## src/rtl/fifo_to_between.sv

```systemverilog
// Transmit side of the 8-bit tsent/trecieve link: pops FIFO bytes, folds them into a
// bit-serial CRC-8 (poly 0x07), drives them onto t0..t7 and appends the CRC every FRAME_LEN bytes.
module fifo_to_between #(
   parameter int unsigned FRAME_LEN = 8,
   parameter int unsigned TIMEOUT   = 1024
) (
   input  logic       clk,
   input  logic       reset,
   input  logic       enable,
   input  logic [7:0] fifo_dout,
   input  logic       fifo_empty,
   output logic       fifo_re,
   output logic       t0,
   output logic       t1,
   output logic       t2,
   output logic       t3,
   output logic       t4,
   output logic       t5,
   output logic       t6,
   output logic       t7,
   output logic       tsent,
   input  logic       trecieve,
   input  logic       clear_err,
   output logic       isBusy,
   output logic       frame_done,
   output logic [7:0] CRC,
   output logic [3:0] error
);

   localparam int unsigned TmoW = $clog2(TIMEOUT);
   localparam logic [TmoW-1:0] TmoLast = TmoW'(TIMEOUT - 1);
   localparam logic [7:0] FrameLast = 8'(FRAME_LEN - 1);

   typedef enum logic [3:0] {
      StIdle, StRead, StLatch, StCrcSh, StWaitRdy, StDrive, StSend, StRelease, StCrcOut, StAbort
   } state_e;

   state_e          state_q;
   logic [7:0]      byte_q;
   logic [7:0]      data_q;
   logic [7:0]      crc_q;
   logic [7:0]      count_q;
   logic [2:0]      idx_q;
   logic [TmoW-1:0] tmo_q;
   logic            crc_phase_q;
   logic            fifo_re_q;
   logic            tsent_q;
   logic            busy_q;
   logic            frame_done_q;
   logic [3:0]      error_q;

   logic rdy_tmo;
   logic ack_tmo;
   logic en_drop;

   function automatic logic [7:0] crc8_step(input logic [7:0] c, input logic b);
      crc8_step = {c[6:0], 1'b0} ^ ((c[7] ^ b) ? 8'h07 : 8'h00);
   endfunction

   assign rdy_tmo = enable && (state_q == StWaitRdy) && !trecieve && (tmo_q == TmoLast);
   assign ack_tmo = enable && (state_q == StSend) && trecieve && (tmo_q == TmoLast);
   assign en_drop = !enable && (state_q == StSend);

   always_ff @(posedge clk or negedge reset) begin
      if (!reset) begin
         state_q      <= StIdle;
         byte_q       <= 8'h00;
         data_q       <= 8'h00;
         crc_q        <= 8'h00;
         count_q      <= 8'h00;
         idx_q        <= 3'd0;
         tmo_q        <= '0;
         crc_phase_q  <= 1'b0;
         fifo_re_q    <= 1'b0;
         tsent_q      <= 1'b0;
         busy_q       <= 1'b0;
         frame_done_q <= 1'b0;
      end else if (enable) begin
         frame_done_q <= 1'b0;
         case (state_q)
            StIdle: begin
               if (!fifo_empty) begin
                  state_q   <= StRead;
                  fifo_re_q <= 1'b1;
                  busy_q    <= 1'b1;
               end
            end
            StRead: begin
               fifo_re_q <= 1'b0;
               state_q   <= StLatch;
            end
            StLatch: begin
               byte_q  <= fifo_dout;
               idx_q   <= 3'd7;
               state_q <= StCrcSh;
            end
            StCrcSh: begin
               crc_q <= crc8_step(crc_q, byte_q[idx_q]);
               idx_q <= idx_q - 3'd1;
               if (idx_q == 3'd0) state_q <= StWaitRdy;
            end
            StWaitRdy: begin
               if (trecieve) begin
                  data_q  <= byte_q;
                  tmo_q   <= '0;
                  state_q <= StDrive;
               end else if (tmo_q == TmoLast) begin
                  tmo_q   <= '0;
                  state_q <= StAbort;
               end else begin
                  tmo_q <= tmo_q + 1'b1;
               end
            end
            StDrive: begin
               tsent_q <= 1'b1;
               state_q <= StSend;
            end
            StSend: begin
               if (!trecieve) begin
                  tsent_q <= 1'b0;
                  tmo_q   <= '0;
                  state_q <= StRelease;
               end else if (tmo_q == TmoLast) begin
                  tsent_q <= 1'b0;
                  tmo_q   <= '0;
                  state_q <= StAbort;
               end else begin
                  tmo_q <= tmo_q + 1'b1;
               end
            end
            StRelease: begin
               if (crc_phase_q) begin
                  crc_q        <= 8'h00;
                  count_q      <= 8'h00;
                  crc_phase_q  <= 1'b0;
                  frame_done_q <= 1'b1;
                  busy_q       <= 1'b0;
                  state_q      <= StIdle;
               end else begin
                  count_q <= count_q + 8'd1;
                  if (count_q == FrameLast) begin
                     state_q <= StCrcOut;
                  end else begin
                     busy_q  <= 1'b0;
                     state_q <= StIdle;
                  end
               end
            end
            // The CRC byte goes straight to the handshake; it is never folded into the CRC.
            StCrcOut: begin
               byte_q      <= crc_q;
               crc_phase_q <= 1'b1;
               state_q     <= StWaitRdy;
            end
            StAbort: begin
               crc_q       <= 8'h00;
               count_q     <= 8'h00;
               crc_phase_q <= 1'b0;
               byte_q      <= 8'h00;
               busy_q      <= 1'b0;
               state_q     <= StIdle;
            end
            default: begin
               busy_q  <= 1'b0;
               state_q <= StIdle;
            end
         endcase
      end
   end

   always_ff @(posedge clk or negedge reset) begin
      if (!reset) begin
         error_q <= 4'h0;
      end else if (clear_err) begin
         error_q <= 4'h0;
      end else begin
         error_q <= error_q | {1'b0, en_drop, rdy_tmo, ack_tmo};
      end
   end

   assign fifo_re    = fifo_re_q;
   assign tsent      = tsent_q;
   assign isBusy     = busy_q;
   assign frame_done = frame_done_q;
   assign CRC        = crc_q;
   assign error      = error_q;
   assign t0         = data_q[7];
   assign t1         = data_q[6];
   assign t2         = data_q[5];
   assign t3         = data_q[4];
   assign t4         = data_q[3];
   assign t5         = data_q[2];
   assign t6         = data_q[1];
   assign t7         = data_q[0];

endmodule

```

## config.mk

```make
export PLATFORM = sky130hd
export DESIGN_NAME = fifo_to_between
export DESIGN_NICKNAME = d
export VERILOG_FILES = /design/src/rtl/fifo_to_between.sv
export SDC_FILE = /design/constraint.sdc
export NUM_CORES = 1
export LEC_CHECK = 0
export ABC_AREA = 1
export CAP_MARGIN = 25
export CORE_MARGIN = 1.5
export CORE_UTILIZATION = 56
export DETAILED_ROUTE_END_ITERATION = 7
export GPL_TIMING_DRIVEN = 0
export PLACE_DENSITY = 0.9
export SETUP_SLACK_MARGIN = 0.02
export SLEW_MARGIN = 20
export SYNTH_ARGS = -nofsm -noshare
export SYNTH_HDL_FRONTEND = slang
export SYNTH_SLANG_ARGS = --single-unit
```

## constraint.sdc

```tcl
create_clock -name clk -period 2.9 [get_ports clk]
set_clock_uncertainty 0.1 [all_clocks]
set_input_delay 0.29 -clock clk [delete_from_list [all_inputs] [get_ports clk]]
set_output_delay 0.29 -clock clk [all_outputs]
set_load 0.02 [all_outputs]
```

Word-level counts from Yosys, hierarchy flattened
Cells that the tools add are included.
{ "word_totals": {"regBits": 58, "latchBits": 0, "ram_bits": 0, "mem_bits_ro": 0, "in_bits": 14, "out_inout_bits": 24, "elab_cells": 102, "memories": 0} }
{ "op_classes": {"addsub": 3, "mul": 0, "n_div": 0, "order_cmp": 1, "eq_ne": 16, "shift": 0, "mux": 33, "bitwise_logic": 4, "reduce_logical": 32} }
{ "op_table": {"columns": ["cell", "count"], "rows": [
  ["one-hot mux 8 bit (3 select lines)", 2],
  ["one-hot mux 4 bit (9 select lines)", 1],
  ["2-to-1 mux 4 bit", 8],
  ["2-to-1 mux 10 bit", 3],
  ["one-hot mux 10 bit (2 select lines)", 1],
  ["== test 4 x 3 -> 1 bit, second input constant", 4],
  ["2-to-1 mux 8 bit", 2],
  ["one-hot mux 8 bit (2 select lines)", 1],
  ["AND reduction 3 bit", 5],
  ["nonzero test 2 bit", 6],
  ["adder 10 x 1 -> 10 bit, second input constant", 1],
  ["== test 10 bit, second input constant", 1],
  ["AND reduction 2 bit", 5],
  ["adder 8 x 1 -> 8 bit, second input constant", 1],
  ["== test 4 x 2 -> 1 bit, second input constant", 2],
  ["== test 4 bit, second input constant", 2],
  ["== test 8 x 3 -> 1 bit, second input constant", 1],
  ["2-to-1 mux 1 bit", 8],
  ["XOR 8 x 3 -> 8 bit", 1],
  ["logical AND 1 bit", 7],
  ["OR reduction 7 bit", 1],
  ["!= test 2 bit, second input constant", 3],
  ["one-hot mux 1 bit (2 select lines)", 3],
  ["one-hot mux 3 bit (2 select lines)", 1],
  ["17 further kinds", 19]
]} }

Logic depth before layout (Yosys ltp)
Gate-level depths: netlist (run 1).
{ "logic_depth": {"word_depth": 6, "depth_mapped": 11, "ltp_nobuf": 11} }

Worst setup path after synthesis (run 1)
No wires, ideal clock.
{ "synth_timing": {"kind": "reg2reg", "from": "register tmo_q[0]", "to": "register state_q[1]", "setup_ps": 116, "arrival_ps": 1343, "t_required_ps": 2684, "slack_ps": 1340, "path_stages_with_launch": 11, "path_buffers": 0, "period_less_slack_ps": 1560, "path_cell_list": "dfrtp_1 > ha_1 > inv_1 > nor2_1 > nand3_1 > nor3_1 > nand2_1 > nand2_1 > nand3_1 > nand2_1 > nand2_1"} }
{ "synth_via": {"elab_chain_cells": 4, "word_cells_on_any_way": 5, "cone_classes": "eq/ne (1); mux (4)"} }
{ "synth_lines": {"columns": ["item", "line", "source"], "rows": [
  ["start, declared", "44", "logic [TmoW-1:0] tmo_q;"],
  ["start signal, assigned", "111", "tmo_q <= tmo_q + 1'b1;"],
  ["start signal, assigned", "128", "tmo_q <= tmo_q + 1'b1;"],
  ["== test 10 bit *", "107, 123", null],
  ["2-to-1 mux 4 bit *", null, null],
  ["2-to-1 mux 4 bit (on tied branches)", null, null],
  ["one-hot mux 4 bit (9 select lines) *", null, null],
  ["end signal, assigned", "106", "state_q <= StDrive;"],
  ["end signal, assigned", "109", "state_q <= StAbort;"],
  ["end signal, assigned", "122", "state_q <= StRelease;"],
  ["end, declared", "38", "state_e state_q;"]
]} }
Every way passes the cells marked *; elsewhere a longest branch is shown, timed or not.
A chain may end at the register's enable or synchronous reset.

Worst setup path in the final report (run 1)
Same ends and word-level chain as after synthesis.

==> results of run 1 <==
registers in the layout (all words and copies together) (netlist names):
| name | flops |
|---|---|
| isBusy | 1 |
| crc_phase_q | 1 |
| CRC | 8 |
| count_q | 8 |
| tsent | 1 |
| state_q | 4 |
| byte_q | 8 |
| data_q | 8 |
| idx_q | 3 |
| frame_done | 1 |
| tmo_q | 10 |
| error | 3 |
| fifo_re | 1 |
final cells by class:
cell class / instances / area, sq um
fill: 411 / 1460
sequential: 57 / 1430
multi-input combinational: 266 / 1320
timing repair buffer: 36 / 358
inverter: 57 / 215
clock buffer: 9 / 124
clock inverter: 7 / 95.1
tap: 70 / 87.6
buffer: 7 / 53.8
worst max-delay path: cells and delay by family, from the launching register on:
| kind | cells | cell delay [ns] |
|---|---|---|
| simple gates | 8 | 1.06 |
| flops | 1 | 0.39 |
| fa+ha+maj | 1 | 0.20 |
| buf+inv | 1 | 0.07 |
final timing paths:
kind	slack, ns	depth (start not counted)	to	from
setup / recovery	0.97	10	state_q[1]	tmo_q[0]
hold / removal	0.18	3	frame_done	enable
setup reg to reg	0.97	10	state_q[1]	tmo_q[0]
hold reg to reg	0.37	2	tsent	tsent
max in group asynchronous	1.80	2	fifo_re	reset
min in group asynchronous	0.43	2	tmo_q[6]	reset
per-layer routing:
layer / part of all wire / vias to the layer above / track usage
met3: 0.062 / 15 / 0.0623
li1: - / 1357 / -
met2: 0.48 / 123 / 0.411
met1: 0.43 / 1301 / 0.325
met4: 0.023 / 0 / 0.124
met5: 0 / - / 0
cells in the mapped netlist (all sizes together):
library cell and number:
or2 1, ha 4, xnor2 1, nor2 43, conb 1, clkbuf 1
nand4 2, nand3 41, o21bai 1, xor2 2, dfrtp 57, o32ai 2
a211oi 8, a31oi 4, a21oi 20, a22oi 3, buf 6, inv 56
nand2 95, nor3 9, o21ai 24, clkinv 1, o22ai 5
timing repair:
action	in CTS	in global routing
hold endpoints to repair	57	0
hold buffers	1	0
buffers inserted	0	0
cells by family (layout without fill, tap and decap cells):
group / count (synthesis) / count (layout) / share of synthesized area
AND/OR/NAND/NOR: 191 / 191 / 0.277
AO/OA/AOI/OAI: 67 / 67 / 0.135
buffers and inverters: 64 / 116 / 0.0891
flip-flops: 57 / 57 / 0.472
adder cells (fa/ha/maj): 4 / 4 / 0.0166
XOR/XNOR: 3 / 3 / 0.00870
other: 1 / 1 / 0.00124
metrics by stage:
stage                     setup slack [ns]  hold WS, ns  utilization  instances
final                                0.965        0.181        0.717        509
after global routing                 0.798        0.195        0.717        509
after CTS                            0.999        0.177        0.717        509
after detailed placement              1.03        0.285        0.672        492
after global placement              -0.232        0.360        0.673        492
after floorplan                       1.34       -0.106            -        387
where the power goes:
part / switching [W] / internal [W] / total (W)
clock: 0.000341 / 0.000481 / 0.000821
sequential: 0.000226 / 0.00110 / 0.00132
combinational: 0.000906 / 0.000563 / 0.00147
total: 0.00147 / 0.00214 / 0.00361
==> impl_metrics.env, run 1 <==
export IMPL_cp_max_fo=4
export IMPL_area_delta_synth_final_pct=22.0
export IMPL_postCtsResizedCells=0
export IMPL_path_class="reg -> reg"
export IMPL_worstPathArrival_ns=2.07
export IMPL_clk_latency_ns=0.34
export IMPL_overflow=0
export IMPL_hold_viol=0
export IMPL_slew_headroom=0.535
export IMPL_cts_root_buf="clkbuf_8"
export IMPL_fin_area_sq_um=3680
export IMPL_worstSetupStartpointType="flop"
export IMPL_num_io_pins=38
export IMPL_synth_seq_area_share=0.472
export IMPL_clkTransAtPathRegs_ns=0.07
export IMPL_syn_num_nets=405
export IMPL_final_cell_mix="nand2_1 (90), dfrtp_1 (57), inv_1 (51), nand3_1 (40), nor2_1 (38)"
export IMPL_min_path_type="in -> reg"
export IMPL_fin_nets=452
export IMPL_crit_chain="ha_1 -> inv_1 -> nor2_1 -> nand3_1 -> nor3_1 -> nand2_1 -> nand2_1 -> nand3_1 -> nand2_1 -> nand2_1"
export IMPL_slowest_delay_ns=0.39
export IMPL_power_leakage_nw=1.74
export IMPL_num_vias=2796
export IMPL_fin_crit_ns=1.93
export IMPL_h_tree_depth=3
export IMPL_netlist_area_leader_share=0.472
export IMPL_vdd_drop_max_mv=0.530
export IMPL_drt_pass1_iterations=5
export IMPL_cts_tree="yes"
export IMPL_synth_seq_cells=57
export IMPL_place_congestion=0.868
export IMPL_grt_first_pass_wirelength_mm=11.8
export IMPL_maxCapViolCount=0
export IMPL_clockBufferDepth=2
export IMPL_status="completed"
export IMPL_antenna_cells=0
export IMPL_grt_pass1_vias=2721
export IMPL_fin_crit_sh=0.667
export IMPL_drc=0
export IMPL_ant_nets=0
export IMPL_core_area_sq_um=5140
export IMPL_p_per_area_nw_per_um2=981
export IMPL_max_freq_mhz=517
export IMPL_synth_warnings=0
export IMPL_die_area_sq_um=5840
export IMPL_viasPerCell=5.49
export IMPL_routedWlPerCell_um=14.0
export IMPL_required_ns=3.04
export IMPL_drive_gt1_frac=0.105
export IMPL_grtUsageTotal=0.256
export IMPL_dieHeight_um=76.4
export IMPL_numCtsBuffers=9
export IMPL_rsz0062_at_grt="no"
export IMPL_syn_inst=387
export IMPL_drv_slew=0
export IMPL_row_count=26
export IMPL_total_power_w=0.00361
export IMPL_start_util=0.587
export IMPL_setup_tns_final_ns=0
export IMPL_antenna_found_initial=0
export IMPL_synth_cell_types=34
export IMPL_clkSinkCount=57
export IMPL_wl_mm=7.11
export IMPL_max_slew_worst_pin_slew_ns=0.698
export IMPL_fp_dieW_um=76.4
export IMPL_grt_max_degree=58
export IMPL_syn_area_sq_um=3020
export IMPL_avgSynthCellArea_sq_um=7.80
export IMPL_drt_iter0_drc=320
export IMPL_synth_area_top_cells="dfrtp_1 (47%), nand2_1 (11%), nand3_1 (6.6%), inv_1 (6.3%), nor2_1 (4.7%)"
export IMPL_crit_path_top_delay_cell="dfrtp_1"
export IMPL_setup_viol=0
export IMPL_place_detailed_hpwl_mm=4.83
export IMPL_final_common_cell="nand2_1"
export IMPL_worst_setup_path_end_kind="flop"
export IMPL_io_buffers=35
export IMPL_yosysTopAreaCell="dfrtp_1"
export IMPL_path_common_cell="nand2_1"
export IMPL_postPlaceCellArea_sq_um=3450
Note: power is estimated with default switching activity, not from simulation.
==> run 2, diff against run 1 <==
- CORE_UTILIZATION: 56 -> 50
- PLACE_DENSITY: 0.9 -> 0.86
- clock period: 2.9 -> 1.65 ns (I/O delays scaled with it)
==> run 2 against run 1 <==
Net effect:
- the run now ends with negative setup slack left
- routed wire length increased by 18%
- final cell count increased by 6.5%
- global-route usage grew 1.3 points
- via count increased by 8.1%
- power is 96% higher
- sequential share of layout area fell by 4.2 points
- sequential power is 78% higher
- critical path type unchanged
- largest cell class is now multi-input gates
==> impl_metrics.env, run 2 (same netlist as run 1, synthesis figures left out) <==
export IMPL_status="complete, but fails checks"
export IMPL_violations="negative setup slack"
export IMPL_place_congestion=0.914
export IMPL_fin_crit_ns=1.72
export IMPL_max_freq_mhz=580
export IMPL_ant_nets=0
export IMPL_cts_tree="yes"
export IMPL_io_buffers=35
export IMPL_clkSinkCount=57
export IMPL_min_delay_start="enable"
export IMPL_drv_slew=0
export IMPL_postPlaceCellArea_sq_um=3460
export IMPL_clk_latency_ns=0.35
export IMPL_cp_depth=10
export IMPL_crit_family="simple AND/OR/NAND/NOR gates"
export IMPL_cp_startpoint="state_q[0]"
export IMPL_largest_reg_flops=10
export IMPL_antenna_cells=0
export IMPL_top_register="tmo_q"
export IMPL_antenna_found_initial=0
export IMPL_rrSetupSlack_ns=-0.07
export IMPL_core_area_sq_um=5890
export IMPL_path_buf_inv=4
export IMPL_hold_viol=0
export IMPL_setup_viol=14
export IMPL_p_per_area_nw_per_um2=1710
export IMPL_fin_area_sq_um=4150
export IMPL_cp_max_fo=6
export IMPL_path_class="reg -> reg"
export IMPL_rsz0062_at_grt="yes"
export IMPL_setup_tns_final_ns=-0.440
export IMPL_cts_root_buf="clkbuf_8"
export IMPL_die_area_sq_um=6510
export IMPL_worstPathArrival_ns=1.85
export IMPL_crit_chain="inv_2 -> nand2_1 -> nor2_2 -> nand2_1 -> nand2_2 -> inv_1 -> nand2_1 -> inv_1 -> o32ai_1 -> inv_1"
export IMPL_routedWlPerCell_um=15.4
export IMPL_instances_no_fill=542
export IMPL_grtUsageTotal=0.269
export IMPL_dp_cells=497
export IMPL_row_count=28
export IMPL_overflow=0
export IMPL_r2r_start="state_q[0]"
export IMPL_clkTransAtPathRegs_ns=0.07
export IMPL_clockBufferDepth=2
export IMPL_final_common_cell="nand2_1"
export IMPL_num_vias=3023
export IMPL_drt_pass1_iterations=6
export IMPL_r2r_end="fifo_re"
export IMPL_start_util=0.513
export IMPL_grt_pass1_vias=2937
export IMPL_vdd_drop_max_mv=1.06
export IMPL_viasPerCell=5.58
export IMPL_place_detailed_hpwl_mm=4.88
export IMPL_worst_setup_path_end_kind="flop"
export IMPL_slowest_delay_ns=0.46
export IMPL_maxCapViolCount=0
export IMPL_slew_headroom=0.516
export IMPL_layout_setup_ws_ns=-0.0745
export IMPL_final_cell_mix="nand2_1 (77), dfrtp_1 (52), inv_1 (44), nand3_1 (34), clkdlybuf4s50_1 (31)"
export IMPL_h_tree_depth=3
export IMPL_fin_crit_sh=1.05
export IMPL_required_ns=1.78
export IMPL_grt_first_pass_wirelength_mm=13.2
export IMPL_grt_max_degree=58
export IMPL_min_path_type="in -> reg"
export IMPL_holdWs_ns=0.0633
export IMPL_wl_mm=8.35
export IMPL_fin_nets=480
export IMPL_r2r_cells=10
export IMPL_num_io_pins=38
export IMPL_drive_gt1_frac=0.268
export IMPL_numCtsBuffers=9
export IMPL_dieHeight_um=80.7
export IMPL_critical_path_endpoint="fifo_re"
export IMPL_area_delta_synth_final_pct=37.5
export IMPL_worstSetupStartpointType="flop"
export IMPL_power_leakage_nw=1.99
export IMPL_fp_dieW_um=80.7
export IMPL_max_slew_worst_pin_slew_ns=0.726
export IMPL_drc=0
export IMPL_crit_path_top_delay_cell="dfrtp_2"
export IMPL_drt_iter0_drc=211
-- run 2: area by class of cell --
cell class / instances / area (sq um)
well taps: 75 / 93.8
clock inverters: 6 / 105
repair buffers: 65 / 591
clock buffers: 10 / 138
inverters: 57 / 219
plain buffers: 6 / 50.0
fillers: 423 / 1740
flip-flops and latches: 57 / 1430
multi-input cells: 266 / 1520
-- run 2: metrics by stage --
stage	total power [W]	utilization	setup WS (ns)
after CTS	0.00669	0.667	0.0149
after global placement	0.00472	0.588	-1.39
after detailed placement	0.00483	0.588	-0.131
after global routing	0.00752	0.705	-0.166
final	0.00708	0.705	-0.0745
after floorplan	0.00392	-	0.0904
-- run 2: tightest hold or removal path, stage by stage --
cell	delay [ns]
buf_4	0.17
nand3_1	0.09
nand2_1	0.05
-- run 2: power by group --
part	internal [W]	switching, W	leakage, nW
Clock	0.00104	0.000573	0.126
Combinational	0.00127	0.00185	1.17
Sequential	0.00193	0.000413	0.693
-- run 2: worst min path at each step --
stage,slack (ns),depth (start not counted),end
after CTS,0.05,3,tsent
after global placement,0.36,2,isBusy
final,0.06,3,tsent
after global routing,0.08,3,tsent
after detailed placement,0.17,1,tmo_q[5]
after floorplan,-0.23,0,CRC[0]
-- run 2: what timing repair did --
action,in CTS,in global routing
gates resized for setup,24,51
hold buffers,1,0
pin swaps,10,13
buffers inserted,19,9
gates cloned,1,0
endpoints found under the hold margin,57,0
endpoints found under the setup margin,37,48
-- run 2: metal layers --
metal / vias to the layer above / wire [um] / track usage
li1: 1419 / - / -
met1: 1445 / 3360 / 0.329
met2: 134 / 4240 / 0.450
met3: 25 / 517 / 0.0466
met4: 0 / 229 / 0.152
met5: - / 0 / 0
